$ cat src/rtl/ram_arbiter.sv
// ram_arbiter: shares one SRAM between IF and MEM with fixed-length accesses
// and drives the pipeline stall bits while a requester waits.
module ram_arbiter #(
  parameter int ACC_CYCLES = 2
) (
  input  logic        clk,
  input  logic        rst,
  input  logic        if_req,
  input  logic [15:0] if_addr,
  output logic [15:0] if_rdata,
  output logic        if_ready,
  input  logic        mem_req,
  input  logic        mem_we,
  input  logic [15:0] mem_addr,
  input  logic [15:0] mem_wdata,
  output logic [15:0] mem_rdata,
  output logic        mem_ready,
  output logic [15:0] ram_addr,
  output logic [15:0] ram_wdata,
  input  logic [15:0] ram_rdata,
  output logic        ram_en_n,
  output logic        ram_oe_n,
  output logic        ram_we_n,
  output logic [4:0]  stall
);
  localparam int CW = ACC_CYCLES > 1 ? $clog2(ACC_CYCLES) : 1;
  localparam logic [CW-1:0] LAST = CW'(ACC_CYCLES - 1);
  typedef enum logic [1:0] {IDLE, IF_ACC, MEM_ACC} state_t;
  state_t r_state, w_next;
  logic [CW-1:0] r_cnt;
  logic [15:0] r_addr, r_wdata;
  logic r_we;
  logic w_if_elig, w_mem_elig, w_acc, w_last, w_grant, w_if_done, w_mem_done;
  // a requester whose ready is pulsing is not eligible, so its stall drops in the ready cycle
  assign w_if_elig = if_req & ~if_ready;
  assign w_mem_elig = mem_req & ~mem_ready;
  assign w_acc = r_state != IDLE;
  assign w_last = w_acc && r_cnt == LAST;
  assign w_grant = !w_acc || w_last;
  assign w_if_done = w_last && r_state == IF_ACC;
  assign w_mem_done = w_last && r_state == MEM_ACC;
  assign ram_addr = r_addr;
  assign ram_wdata = r_wdata;
  always_ff @(posedge clk or negedge rst)
    if (!rst) begin
      r_state <= IDLE;
      r_cnt <= '0;
    end else begin
      r_state <= w_next;
      r_cnt <= (w_acc && !w_last) ? r_cnt + 1'b1 : '0;
    end
  // MEM normally wins; IF wins right after a MEM access so it cannot starve
  always_comb begin
    w_next = r_state;
    if (w_grant)
      w_next = (r_state == MEM_ACC && w_if_elig) ? IF_ACC :
               w_mem_elig ? MEM_ACC :
               w_if_elig ? IF_ACC : IDLE;
  end
  always_ff @(posedge clk or negedge rst)
    if (!rst) begin
      r_addr <= '0;
      r_wdata <= '0;
      r_we <= 1'b0;
      if_rdata <= '0;
      mem_rdata <= '0;
      if_ready <= 1'b0;
      mem_ready <= 1'b0;
    end else begin
      if (w_grant && w_next != IDLE) begin
        r_addr <= w_next == MEM_ACC ? mem_addr : if_addr;
        r_we <= w_next == MEM_ACC && mem_we;
        r_wdata <= mem_wdata;
      end
      if_ready <= w_if_done;
      mem_ready <= w_mem_done;
      if (w_if_done) if_rdata <= ram_rdata;
      if (w_mem_done && !r_we) mem_rdata <= ram_rdata;
    end
  always_comb begin
    ram_en_n = !w_acc;
    ram_oe_n = !(w_acc && !r_we);
    ram_we_n = !(w_acc && r_we);
    stall = !rst ? 5'b00000 : w_mem_elig ? 5'b11111 : w_if_elig ? 5'b00011 : 5'b00000;
  end
endmodule

$ cat config.mk
export PLATFORM = sky130hd
export DESIGN_NAME = ram_arbiter
export DESIGN_NICKNAME = d
export VERILOG_FILES = /design/src/rtl/ram_arbiter.sv
export SDC_FILE = /design/constraint.sdc
export NUM_CORES = 1
export LEC_CHECK = 0
export BUFFER_PORTS_ARGS = -buffer_cell sky130_fd_sc_hd__buf_4
export CORE_AREA = 2 2 84 86
export CTS_CLUSTER_DIAMETER = 80
export DETAILED_ROUTE_END_ITERATION = 8
export DIE_AREA = 0 0 86 88
export PLACE_DENSITY = 0.79
export SYNTH_ARGS = -nofsm -noshare
export SYNTH_HDL_FRONTEND = slang
export SYNTH_SLANG_ARGS = --single-unit
$ cat constraint.sdc
create_clock -name clk -period 2.03 [get_ports clk]
set_input_delay 0.203 -clock clk [delete_from_list [all_inputs] [get_ports clk]]
set_output_delay 0.203 -clock clk [all_outputs]
set_load 0.02 [all_outputs]
Word-level counts from Yosys, hierarchy flattened --
Cells that the tools add are included.
Word-level totals: register bits 70, input bits 69, output and inout port bits 74, word-level logic and storage cells 44
Cells by class: add/sub/neg operators 1, eq/ne operators 3, multiplexer cells 9, bitwise operators 4, reduce and logical (&&, ||, !) cells 18
Operator list (number):
- $mux W16 | 1
- $logic_and A1 B1 Y1 | 10
- $mux W5 | 2
- $mux W2 | 4
- $logic_not A1 Y1 | 5
- $eq A2 B2 Y1 const B | 2
- $reduce_bool A2 Y1 | 2
- $and A1 B1 Y1 | 2
- $eq A2 B1 Y1 const B | 1
- $mux W1 | 2
- $not A1 Y1 | 2
- $add A1 B1 Y1 const B | 1
- $logic_or A1 B1 Y1 | 1

Longest topological paths before layout --
word-level depth 8, mapped depth 7, depth with buffers taken out 4

Worst setup path after synthesis --
No wires, ideal clock.
path kind reg2out, start register if_ready, end output port stall[1], arrival time 1.518 ns, data required time 1.827 ns, slack 0.309 ns, stages on the path, launching flop included 4, cells stage by stage dfrtp_1 > nand2b_1 > a21boi_0 > buf_4
Between the ends: cells in the longest elaborated chain, start to end 5
RTL lines:
- start, declared | RTL line 11 | output logic if_ready,
- start signal, assigned | RTL line 75 | if_ready <= w_if_done;
- $not A1 Y1 | RTL line 35 | assign w_if_elig = if_req & ~if_ready;
- $and A1 B1 Y1 | RTL line 35
- $mux W2 | RTL line 84 | stall = !rst ? 5'b00000 : w_mem_elig ? 5'b11111 : w_if_elig ? 5'b00011 : 5'b00000;
- $mux W5 (2 in series) | RTL line 84
- end, declared | RTL line 24 | output logic [4:0] stall
Every way passes these cells.

Worst setup path in the final report --
start register mem_ready, end register r_addr[9], in the netlist ram_addr[9]
Between the ends: cells in the longest elaborated chain, start to end 7, elaborated cells between the ends (all ways) 9, classes of those cells eq/ne (1); mux (4); bitwise (2); reduce/logical (2)
RTL lines:
- start, declared | RTL line 17 | output logic mem_ready,
- start signal, assigned | RTL line 76 | mem_ready <= w_mem_done;
- $not A1 Y1 (*) | RTL line 36 | assign w_mem_elig = mem_req & ~mem_ready;
- $and A1 B1 Y1 (*) | RTL line 36
- $mux W2 (*) | RTL line 57 | w_mem_elig ? MEM_ACC :
- $mux W2 (*) | RTL line 56 | w_next = (r_state == MEM_ACC && w_if_elig) ? IF_ACC :
- $mux W2 (*) | RTL line 55 | if (w_grant)
- $eq A2 B2 Y1 / $reduce_bool A2 Y1 (equally long branches) | RTL line 71, 70
- $mux W16 / $logic_and A1 B1 Y1 (equally long branches) | RTL line 71, 70
- end signal, assigned | RTL line 71 | r_addr <= w_next == MEM_ACC ? mem_addr : if_addr;
- end, declared | RTL line 31 | logic [15:0] r_addr, r_wdata;
Every way passes the cells marked *; elsewhere a longest branch is shown, timed or not. A chain may end at the register's enable or synchronous reset.

==> results.yml <==
worst_setup_path:
  critPathArrivalTime_ps: 2080
  cp-end-kind: "register"
  cp.required_ps: 2230
  critPathKind: "reg2reg"
  crit_chain: "and2b_1, o21ai_2, or2_1, buf_4, o211ai_1"
  critPathLaunchType: "register"
  cp_max_fo: 17
  cp_top_family: "compound AO/OA/AOI/OAI gates"
  slowest_delay_ps: 560
  crit_buf_inv: 1
  slowest_stage: "o21ai_2"
floorplanning:
  fp.dieH_um: 88
  ios: 143
  die_x_um: 86
  start_util_pct: 45.4
  dieArea_um2: 7570
  num_rows: 30
  core_um2: 6640
clocking:
  cts_tree: "done"
  clkTransAtPathRegs_ps: 80
  cts_max_level: 3
  cts_root_buffer: "clkbuf_8"
  cts_made_buffers: 9
  post-cts-setup-buffers: 0
  clock_sinks: 70
  clock_latency_ps: 330
  clockBufferDepth: 2
yosys:
  synth_cells: 297
  synth_top_area_cell: "dfrtp_1"
  synth-edff-count: 0
  syn_nets: 366
  synthDistinctLibCells: 28
  synth_area_per_cell_um2: 10.1
  synthTopCellsByArea: "dfrtp_1 (58%), nand2_1 (16%), mux2_2 (6.0%), o211ai_1 (5.7%), o211ai_2 (3.7%)"
  yosysTopAreaCellShare_pct: 58.1
  yosys_warnings: 0
  yosys_most_used_dff: "dfrtp_1"
  synth-async-reset-ratio_pct: 100
  yosysSeqAreaShare_pct: 58.1
  syn_area_um2: 3010
  synth_seq_cells: 70
power_and_ir_drop:
  comb_power_share_pct: 53.9
  vdd_ir_drop_max_uv: 921
  p_sw_uw: 3300
  switching_share_pct: 42.7
  cellPowerDensity_nw_per_um2: 1780
  pwr-share-seq_pct: 32.4
  p_leak_uw: 0.00224
  clock_power_share_pct: 13.7
  p_int_uw: 4430
flow_run:
  drv_cap: 0
sta:
  skew_ps: 9.51
  slew_headroom_pct: 47.2
  hold_viol: 0
  setup_violations: 0
  finalSetupTns_ps: 0
  hold_ws_ps: 53.7
  finalMaxSlewViolations: 0
  rsz0062_at_grt: "no"
  worst_pin_slew_ps: 792
  fin_crit_ps: 1880
  period_share_pct: 92.8
  fmax_ghz: 0.531
finish:
  area_growth_pct: 44.1
  drive_above_1_share_pct: 43.9
  diodes: 0
  fin_cells: 526
  final_core_util_pct: 65.4
  layout.nets: 511
  design_area_um2: 4340
  fillers: 544
route:
  drtIter0Drc: 95
  wl_mm: 7.80
  ant_nets: 0
  wl_per_cell_um: 14.8
  dr.pass1.iters: 4
  drc: 0
  vias: 2626
  drt-vias-per-instance: 4.99
placed_design:
  place_congestion: 0.862
  port_buffers: 142
  dp_cells: 510
  dp_hpwl_mm: 5.70
  place_area_um2: 4150
grt:
  grt_pass1_vias: 2616
  antenna_found_initial: 0
  grtUsageMet2_pct: 33.7
  grt_pass1_wl_mm: 12.7
  grt_use_met1_pct: 27.5
  grt_max_degree: 64
  grt_overflow: 0
  grt_usage_pct: 21.7
  grt_busiest_layer: "met2"
  use_met3_pct: 10.2
worst_hold_path:
  hold_class: "in2reg"
run_status:
  status: "finished, final reports clean"
-- power by group through the flow --
stage / Sequential (uW) / Combinational, uW / Clock, uW
floorplan: 3270 / 1770 / 0
global placement: 2500 / 4100 / 0
detailed placement: 2520 / 4210 / 0
CTS: 2510 / 4210 / 1080
global route: 2600 / 4530 / 1150
finish: 2500 / 4160 / 1060
-- registers in the layout, summed over array words and instances (netlist names) --
register / cells
if_rdata: 16
r_state: 2
r_we: 1
mem_rdata: 16
if_ready: 1
ram_wdata: 16
r_cnt: 1
mem_ready: 1
ram_addr: 16
-- worst paths after layout --
kind,end,depth (start not counted),startpoint,slack [ps]
min in group asynchronous,if_rdata[2]$_DFFE_PN0P_,2,rst,280
max reg2reg,ram_addr[9]$_DFFE_PN0P_,5,mem_ready$_DFF_PN0_,150
max,ram_addr[9]$_DFFE_PN0P_,5,mem_ready$_DFF_PN0_,150
max in group asynchronous,ram_addr[15]$_DFFE_PN0P_,3,rst,740
min reg2reg,ram_wdata[2]$_DFFE_PN0P_,2,ram_wdata[2]$_DFFE_PN0P_,480
min,ram_wdata[8]$_DFFE_PN0P_,3,mem_wdata[8],50
-- cells in the final DEF, fill, tap and decap left out, drive strengths merged, types with 2 or more instances in the layout --
master | synthesis | final
mux2 | 16 | 16
nand2b | 4 | 4
nor2 | 4 | 4
or2 | 2 | 2
buf | 17 | 152
nand3b | 2 | 2
o211ai | 32 | 32
dfrtp | 70 | 70
clkinv | 1 | 4
a21oi | 2 | 2
nor2b | 2 | 2
o21ai | 7 | 7
nand2 | 129 | 129
clkbuf | 2 | 11
-- worst min-delay path, delay by kind of cell --
family                 cells  cell delay [ps]
and+or+nand+nor            2               80
buffers and inverters      1               80
-- cells in the mapped netlist, drive strengths merged (4+ instances only) --
| cell type | count |
|---|---|
| nand2b | 4 |
| buf | 17 |
| nand2 | 129 |
| dfrtp | 70 |
| nor2 | 4 |
| o211ai | 32 |
| mux2 | 16 |
| o21ai | 7 |
-- metrics by stage --
| step | setup WS (ps) | total power, uW |
|---|---|---|
| after floorplan | 309 | 5040 |
| after global placement | 199 | 6600 |
| after detailed placement | 156 | 6720 |
| after CTS | 130 | 7790 |
| after global routing | 9.96 | 8280 |
| final | 146 | 7720 |
-- metal layers --
layer / vias to the layer above / part of all wire [%]
li1: 1273 / -
met3: 11 / 12
met5: - / 0
met4: 0 / 1.1
met1: 1230 / 41
met2: 112 / 46
-- final cells by class --
cell class	instances	area, um2	area share, %
flip-flops and latches	70	1750	40.3
clock buffers	11	131	3.03
inverters	2	7.51	0.173
multi-input cells	206	1150	26.5
clock inverters	4	48.8	1.12
repair buffers	153	1150	26.5
well taps	80	100	2.30
-- kinds of logic (layout without fill, tap and decap cells) --
group | count (synthesis) | in the layout | share of synthesized area (%)
simple gates | 145 | 145 | 19.3
flops | 70 | 70 | 58.1
compound gates | 45 | 45 | 12.3
buf+inv | 21 | 170 | 4.23
mux | 16 | 16 | 5.98
-- what timing repair did --
| action | CTS | global route |
|---|---|---|
| hold buffers | 1 | 0 |
| endpoints found under the setup margin | 0 | 0 |
| hold endpoints to repair | 7 | 0 |
| resized for setup | 0 | 0 |
Note: power is estimated with default switching activity, not from simulation.
